**src/rtl/conv3x3_kernel_pipe_pkg.sv**
```systemverilog
// Shared ISP definitions for the 3x3 convolution kernel: mode encodings,
// default coefficient set, accumulator sizing and the pixel clamp helpers.
package conv3x3_kernel_pipe_pkg;

    localparam logic [1:0] MODE_CONV     = 2'b00;
    localparam logic [1:0] MODE_BYPASS   = 2'b01;
    localparam logic [1:0] MODE_ABS      = 2'b10;
    localparam logic [1:0] MODE_CONV_ALT = 2'b11;

    localparam int NTAPS = 9;

    // Power-up mask: corners -1, edges +2, centre +4 (sums to 8 -> unity gain at SHIFT=3)
    function automatic int default_coef(input int idx);
        case (idx)
            4:          return 4;
            1, 3, 5, 7: return 2;
            default:    return -1;
        endcase
    endfunction

    // Nine products of DW+CW+1 bits, three-way row sums, three-way final sum
    function automatic int acc_width(input int dw, input int cw);
        return dw + cw + 5;
    endfunction

    function automatic logic [31:0] clamp_pix(input logic signed [63:0] v, input int dw);
        logic signed [63:0] hi;
        hi = (64'sd1 <<< dw) - 64'sd1;
        if (v < 64'sd0) return 32'd0;
        if (v > hi) return hi[31:0];
        return v[31:0];
    endfunction

    function automatic logic clamp_hit(input logic signed [63:0] v, input int dw);
        return (v < 64'sd0) || (v > ((64'sd1 <<< dw) - 64'sd1));
    endfunction

endpackage

```
**src/rtl/conv3x3_coef_bank.sv**
```systemverilog
// Double-buffered coefficient store. Writes land in the shadow set; a commit
// is held pending until the next frame start, where the shadow set becomes
// active. The frame-start pixel itself is steered to the shadow values.
module conv3x3_coef_bank
    import conv3x3_kernel_pipe_pkg::*;
#(
    parameter int CW = 5
) (
    input  logic                 isp_clk,
    input  logic                 rst_n,
    input  logic                 cfg_we,
    input  logic [3:0]           cfg_addr,
    input  logic signed [CW-1:0] cfg_wdata,
    input  logic                 cfg_commit,
    input  logic                 sof_take,
    output logic [8:0][CW-1:0]   coef_eff,
    output logic                 cfg_pending
);

    logic signed [CW-1:0] shadow_q [NTAPS];
    logic signed [CW-1:0] shadow_d [NTAPS];
    logic signed [CW-1:0] active_q [NTAPS];
    logic signed [CW-1:0] active_d [NTAPS];
    logic                 pending_q, pending_d;
    logic                 commit_req, apply;

    // Shadow write, commit tracking and the frame-start coefficient mux
    always_comb begin
        shadow_d = shadow_q;
        if (cfg_we) begin
            for (int i = 0; i < NTAPS; i++) begin
                if (cfg_addr == 4'(i)) shadow_d[i] = cfg_wdata;
            end
        end
        // A same-cycle write is part of the committed set
        commit_req = pending_q | cfg_commit;
        apply      = sof_take & commit_req;
        pending_d  = commit_req & ~sof_take;
        active_d   = apply ? shadow_d : active_q;
        for (int i = 0; i < NTAPS; i++) begin
            coef_eff[i] = apply ? shadow_d[i] : active_q[i];
        end
    end

    // Coefficient and pending registers; reset restores the default mask
    always_ff @(posedge isp_clk or negedge rst_n) begin
        if (!rst_n) begin
            for (int i = 0; i < NTAPS; i++) begin
                shadow_q[i] <= CW'(default_coef(i));
                active_q[i] <= CW'(default_coef(i));
            end
            pending_q <= 1'b0;
        end else begin
            shadow_q  <= shadow_d;
            active_q  <= active_d;
            pending_q <= pending_d;
        end
    end

    assign cfg_pending = pending_q;

endmodule

```
**src/rtl/conv3x3_kernel_pipe.sv**
```systemverilog
// 3x3 convolution kernel: products, row sums, then final sum with optional
// absolute value, rounding shift and clamp. Tag, frame marker and mode ride
// alongside the data; a saturation counter reports the previous frame.
module conv3x3_kernel_pipe
    import conv3x3_kernel_pipe_pkg::*;
#(
    parameter int DW    = 12,
    parameter int TW    = 4,
    parameter int CW    = 5,
    parameter int SHIFT = 3
) (
    input  logic                 isp_clk,
    input  logic                 rst_n,
    input  logic [9*DW-1:0]      pix_in,
    input  logic [TW-1:0]        tag_in,
    input  logic                 in_valid,
    input  logic                 in_sof,
    input  logic [1:0]           mode,
    input  logic                 round_en,
    input  logic                 cfg_we,
    input  logic [3:0]           cfg_addr,
    input  logic signed [CW-1:0] cfg_wdata,
    input  logic                 cfg_commit,
    output logic [DW+TW-1:0]     dout,
    output logic                 out_valid,
    output logic                 out_sof,
    output logic                 cfg_pending,
    output logic [15:0]          sat_cnt
);

    localparam int PW      = DW + CW + 1;
    localparam int RW      = PW + 2;
    localparam int ACCW    = acc_width(DW, CW);
    localparam int RND_POS = (SHIFT > 0) ? SHIFT - 1 : 0;

    // Half-LSB rounding (when enabled) followed by arithmetic normalisation
    function automatic logic signed [ACCW-1:0] round_shift(input logic signed [ACCW-1:0] v,
                                                           input logic en);
        logic signed [ACCW-1:0] rc;
        rc          = '0;
        rc[RND_POS] = en && (SHIFT > 0);
        return (v + rc) >>> SHIFT;
    endfunction

    logic [8:0][CW-1:0] coef_eff;

    conv3x3_coef_bank #(.CW(CW)) u_coef_bank (
        .isp_clk     (isp_clk),
        .rst_n       (rst_n),
        .cfg_we      (cfg_we),
        .cfg_addr    (cfg_addr),
        .cfg_wdata   (cfg_wdata),
        .cfg_commit  (cfg_commit),
        .sof_take    (in_valid & in_sof),
        .coef_eff    (coef_eff),
        .cfg_pending (cfg_pending)
    );

    logic signed [PW-1:0] prod_p1_d [NTAPS];
    logic signed [PW-1:0] prod_p1_q [NTAPS];
    logic [DW-1:0]        ctr_p1_d, ctr_p1_q, ctr_p2_d, ctr_p2_q;
    logic [TW-1:0]        tag_p1_d, tag_p1_q, tag_p2_d, tag_p2_q;
    logic signed [RW-1:0] row_p2_d [3];
    logic signed [RW-1:0] row_p2_q [3];
    logic                 vld_p1_d, vld_p1_q, vld_p2_d, vld_p2_q;
    logic                 sof_p1_d, sof_p1_q, sof_p2_d, sof_p2_q;
    logic                 rnd_p1_d, rnd_p1_q, rnd_p2_d, rnd_p2_q;
    logic [1:0]           mode_p1_d, mode_p1_q, mode_p2_d, mode_p2_q;
    logic signed [ACCW-1:0] sum_s3, sh_s3;
    logic [DW-1:0]        res_s3;
    logic                 hit_s3;
    logic [DW+TW-1:0]     dout_d, dout_q;
    logic                 out_valid_d, out_valid_q, out_sof_d, out_sof_q;
    logic [15:0]          sat_run_d, sat_run_q, sat_cnt_d, sat_cnt_q;

    // ---- stage 1: nine signed products, sideband capture ----
    always_comb begin
        for (int i = 0; i < NTAPS; i++) begin
            prod_p1_d[i] = PW'($signed({1'b0, pix_in[i*DW +: DW]})) * PW'($signed(coef_eff[i]));
        end
        ctr_p1_d  = pix_in[4*DW +: DW];
        tag_p1_d  = tag_in;
        vld_p1_d  = in_valid;
        sof_p1_d  = in_valid & in_sof;
        rnd_p1_d  = round_en;
        mode_p1_d = (mode == MODE_CONV_ALT) ? MODE_CONV : mode;
    end

    // ---- stage 2: row partial sums ----
    always_comb begin
        for (int r = 0; r < 3; r++) begin
            row_p2_d[r] = RW'(prod_p1_q[3*r]) + RW'(prod_p1_q[3*r+1]) + RW'(prod_p1_q[3*r+2]);
        end
        ctr_p2_d  = ctr_p1_q;
        tag_p2_d  = tag_p1_q;
        vld_p2_d  = vld_p1_q;
        sof_p2_d  = sof_p1_q;
        rnd_p2_d  = rnd_p1_q;
        mode_p2_d = mode_p1_q;
    end

    // ---- stage 3: final sum, abs, round/shift, clamp, saturation count ----
    always_comb begin
        sum_s3 = ACCW'(row_p2_q[0]) + ACCW'(row_p2_q[1]) + ACCW'(row_p2_q[2]);
        if (mode_p2_q == MODE_ABS && sum_s3 < 0) sum_s3 = -sum_s3;
        sh_s3 = round_shift(sum_s3, rnd_p2_q);
        if (mode_p2_q == MODE_BYPASS) begin
            res_s3 = ctr_p2_q;
            hit_s3 = 1'b0;
        end else begin
            res_s3 = DW'(clamp_pix(64'(sh_s3), DW));
            hit_s3 = clamp_hit(64'(sh_s3), DW);
        end
        dout_d      = vld_p2_q ? {res_s3, tag_p2_q} : dout_q;
        out_valid_d = vld_p2_q;
        out_sof_d   = sof_p2_q;
        sat_cnt_d   = sat_cnt_q;
        sat_run_d   = sat_run_q;
        if (vld_p2_q) begin
            if (sof_p2_q) begin
                sat_cnt_d = sat_run_q;
                sat_run_d = {15'd0, hit_s3};
            end else if (hit_s3 && sat_run_q != 16'hFFFF) begin
                sat_run_d = sat_run_q + 16'd1;
            end
        end
    end

    // Control, sideband and output registers; reset empties the pipe
    always_ff @(posedge isp_clk or negedge rst_n) begin
        if (!rst_n) begin
            vld_p1_q    <= 1'b0;
            vld_p2_q    <= 1'b0;
            sof_p1_q    <= 1'b0;
            sof_p2_q    <= 1'b0;
            rnd_p1_q    <= 1'b0;
            rnd_p2_q    <= 1'b0;
            mode_p1_q   <= MODE_CONV;
            mode_p2_q   <= MODE_CONV;
            dout_q      <= '0;
            out_valid_q <= 1'b0;
            out_sof_q   <= 1'b0;
            sat_run_q   <= '0;
            sat_cnt_q   <= '0;
        end else begin
            vld_p1_q    <= vld_p1_d;
            vld_p2_q    <= vld_p2_d;
            sof_p1_q    <= sof_p1_d;
            sof_p2_q    <= sof_p2_d;
            rnd_p1_q    <= rnd_p1_d;
            rnd_p2_q    <= rnd_p2_d;
            mode_p1_q   <= mode_p1_d;
            mode_p2_q   <= mode_p2_d;
            dout_q      <= dout_d;
            out_valid_q <= out_valid_d;
            out_sof_q   <= out_sof_d;
            sat_run_q   <= sat_run_d;
            sat_cnt_q   <= sat_cnt_d;
        end
    end

    // Datapath registers; contents are qualified by the valid pipe
    always_ff @(posedge isp_clk) begin
        prod_p1_q <= prod_p1_d;
        ctr_p1_q  <= ctr_p1_d;
        tag_p1_q  <= tag_p1_d;
        row_p2_q  <= row_p2_d;
        ctr_p2_q  <= ctr_p2_d;
        tag_p2_q  <= tag_p2_d;
    end

    assign dout      = dout_q;
    assign out_valid = out_valid_q;
    assign out_sof   = out_sof_q;
    assign sat_cnt   = sat_cnt_q;

endmodule

```
**config.mk**
```make
export PLATFORM = sky130hd
export DESIGN_NAME = conv3x3_kernel_pipe
export DESIGN_NICKNAME = d
export VERILOG_FILES = /design/src/rtl/conv3x3_kernel_pipe_pkg.sv /design/src/rtl/conv3x3_coef_bank.sv /design/src/rtl/conv3x3_kernel_pipe.sv
export SDC_FILE = /design/constraint.sdc
export NUM_CORES = 2
export LEC_CHECK = 0
export CAP_MARGIN = 15
export CORE_UTILIZATION = 70
export CTS_CLUSTER_DIAMETER = 80
export DETAILED_ROUTE_END_ITERATION = 16
export DONT_BUFFER_PORTS = 1
export PLACE_DENSITY = 0.85
export SYNTH_ARGS = -nofsm -noshare
export SYNTH_HDL_FRONTEND = slang
export SYNTH_SLANG_ARGS = --single-unit
```
**constraint.sdc**
```tcl
create_clock -name isp_clk -period 10.8 [get_ports isp_clk]
set_input_delay 2.16 -clock isp_clk [delete_from_list [all_inputs] [get_ports isp_clk]]
set_output_delay 2.16 -clock isp_clk [all_outputs]
set_load 0.01 [all_outputs]
```
==> results by group <==
Status
  – Status: complete, no violations

Global routing
  – Total GRT Usage: 31.7%
  – Initial antenna violation count: 4
  – Pin count of the biggest net entering global routing: around 150
  – Vias in the first global route: 25557
  – Grt total ovfl: 0
  – First-pass GRT wire length: 125000 µm

Flow run
  – Max Cap Viol: 0

Timing
  – Clock period minus worst slack: around 8000 ps
  – RSZ-0062 raised after global routing: no
  – Worst Tran Pin Value: 1160 ps
  – Max-slew violations: 0
  – Final Hold Fails: 0
  – Clk_skew: 24.9 ps
  – Setup TNS: 0 ps
  – F_max: roughly 0.13 GHz
  – Final setup vio count: 0
  – Final period utilization: 73.9%
  – Slew HR: 21.8%

Clock tree
  – Post-CTS Setup Bufs: 0
  – CTS Buffer Depth: 3
  – CTS Hold Bufs: 0
  – Worst-Skew Late Latency: ~580 ps
  – CTS tree: yes
  – CTS sink count: 405
  – CTS resizes: 0
  – H-tree depth: 2
  – Clock slew seen by the registers of the worst setup and hold paths: roughly 60 ps
  – Root Driver: clkbuf_16
  – Number of buffers created by CTS: 44

Synth
  – FF+latch count, synth: a little over 400
  – Ys flop type: dfxtp_1
  – Number of library cell types mapped by synthesis: 80
  – Largest cells by area after synthesis: fa_1 (21%), dfxtp_1 (15%), ha_1 (15%)
  – Async set-or-reset flop fraction in the synthesized netlist: 37.3%
  – Synth top area share: roughly a fifth
  – EDFF count, synth: 0
  – Synthesized instance count: roughly 3500
  – Cell Area, Synth: 33900 µm²
  – Dominant cell type by area after synthesis: fa_1
  – Top post-synthesis cells by count: inv_1 (534), ha_1 (400), fa_1 (357)
  – Synth Area per Inst: 9.57 µm²
  – Most common cell in the netlist: inv_1
  – Sequential area share after synthesis: 26.3%
  – Syn nets: between 4000 and 5000
  – Yosys warnings: 0

Floorplanning
  – Core Rows: 80
  – Die H: 222 µm
  – # IOs: 165
  – Initial Util: 71.0%
  – Full die area: 49300 µm²
  – Die Width: 222 µm
  – CORE AREA: ~48000 µm²

Placement
  – Port buffer count: 0
  – Placed Cells: 4079
  – HPWL Detailed: 59200 µm
  – GPL Wtd Cong: approximately 0.88

Finish
  – Layout cell share with drive strength beyond 1: approximately 6.6%
  – Area grow syn2layout: 6.01%
  – Multi-input logic area: 22700 µm²
  – Finished Layout Cells: 4161
  – Register area: 8930 µm²
  – Fill cells: 3270
  – Antenna Cells: 0
  – Nets: 4397

Min path
  – Hold_sp: ctr_p1_q[5]
  – Min-delay worst type: reg -> reg
  – Hold Crit Depth: 0
  – Hold Path Sink: ctr_p2_q[5]

Drt
  – Drt drc: 0
  – Antenna-violating nets left: 0
  – DR iter-0 viols: 1408
  – Final wirelength: 75800 µm
  – DR vias: between 20000 and 25000
  – Vias per inst: ~5.8
  – Mean routed wirelength per cell: approximately 18 µm
  – Pre-antenna DRT Iters: 5

Critical path
  – CP max-delay cell: nand3b_1
  – Delay-heaviest family, CP: compound AO/OA/AOI/OAI gates
  – Critical Path Fanout Max: 12
  – Most frequent CP cell: o21ai_0
  – Reg-to-reg startpoint: u_coef_bank.cfg_pending
  – R2R cell count: 25
  – Critical Path Sink Type: register
  – Reg-to-reg critical path endpoint: prod_p1_q[107]
  – CP Data Arrival Time: 8470 ps
  – WP depth: 25
  – Worst Path Required: ~11000 ps
  – Number of buffers and inverters on the critical path: 2
  – Startpoint types: input pin
  – Reg2Reg Setup Slack: 4210 ps
  – Worst Setup Path Type: in -> reg
  – Max incr delay on CP: 530 ps
## per-layer routing
layer | wire [µm] | vias to the layer above | GRT usage [%] | share of wire [%]
met5 | 34 | - | 0 | 0.045
met4 | 4090 | 6 | 16.4 | 5.4
met3 | 4770 | 232 | 6.29 | 6.3
met2 | 36600 | 754 | 53.8 | 48
met1 | 30300 | 11932 | 38.3 | 40
li1 | - | 11269 | - | -
## area by class of cell
class | instances | area share (%)
multi-input combinational | 2521 | 63.1
clock inverter | 23 | 0.661
sequential | 405 | 24.8
timing repair buffer | 4 | 0.0835
inverter | 534 | 5.58
clock buffer | 59 | 3.65
tap | 615 | 2.14
## worst max path at each step
stage	start	end	slack [ps]
2_1_floorplan	in_valid	prod_p1_q[125]	2700
3_3_place_gp	cfg_addr[1]	prod_p1_q[89]	2660
3_5_place_dp	cfg_addr[1]	prod_p1_q[89]	2490
4_1_cts	cfg_addr[1]	prod_p1_q[17]	2910
5_1_grt	cfg_addr[1]	prod_p1_q[17]	2370
6_report	cfg_addr[1]	prod_p1_q[17]	2820
## registers in the layout, summed over array words and instances, names as in the netlist, 16 cells and up
register and cells:
row_p2_q 60, sat_cnt 16, prod_p1_q 162, sat_run_q 16, u_coef_bank.active_q 45, u_coef_bank.shadow_q 45, dout 16
## cells by family (layout without fill, tap and decap cells)
kind of cell / Yosys count / in the layout / synth area share, %
compound gates: 473 / 473 / 8.52
xor+xnor: 157 / 157 / 4.08
fa+ha+maj: 758 / 758 / 35.9
buf+inv: 617 / 620 / 6.87
flops: 405 / 405 / 26.3
mux: 93 / 93 / 3.03
simple gates: 1040 / 1040 / 15.3
## placed cells by master (no fill, tap or decap), drive strengths merged, types with 7 or more instances in the layout
| cell type | Yosys | routed |
|---|---|---|
| a21boi | 48 | 48 |
| nand3 | 23 | 23 |
| nor4 | 8 | 8 |
| fa | 357 | 357 |
| a21o | 19 | 19 |
| o211ai | 7 | 7 |
| xnor2 | 140 | 140 |
| nand2b | 99 | 99 |
| mux2i | 17 | 17 |
| a21oi | 157 | 157 |
| nor2 | 211 | 211 |
| dfrtp | 101 | 101 |
| dfstp | 50 | 50 |
| and2 | 256 | 256 |
| nor3b | 7 | 7 |
| and3 | 16 | 16 |
| inv | 534 | 541 |
| dfxtp | 254 | 254 |
| nand2 | 327 | 327 |
| o21ai | 151 | 151 |
| nand4 | 10 | 10 |
| o21a | 26 | 26 |
| ha | 400 | 400 |
| o21bai | 11 | 11 |
| clkbuf | 72 | 59 |
| mux2 | 76 | 76 |
| a31oi | 10 | 10 |
| clkinv | 0 | 9 |
| xor2 | 17 | 17 |
| nor2b | 24 | 24 |
| nor3 | 27 | 27 |
## through the flow
step                hold WS (ps)  area [µm²]  utilization [%]  setup WS (ps)
finish                       326       35900             75.3           2820
global placement             311       34400             72.0           2660
CTS                          327       35900             75.3           2910
detailed placement           312       34400             72.0           2490
global route                 332       35900             75.3           2370
floorplan                    310       33900                -           2700
Power is not shown: default switching activity piles up to over one toggle a cycle in this logic, so the estimate is an artifact.
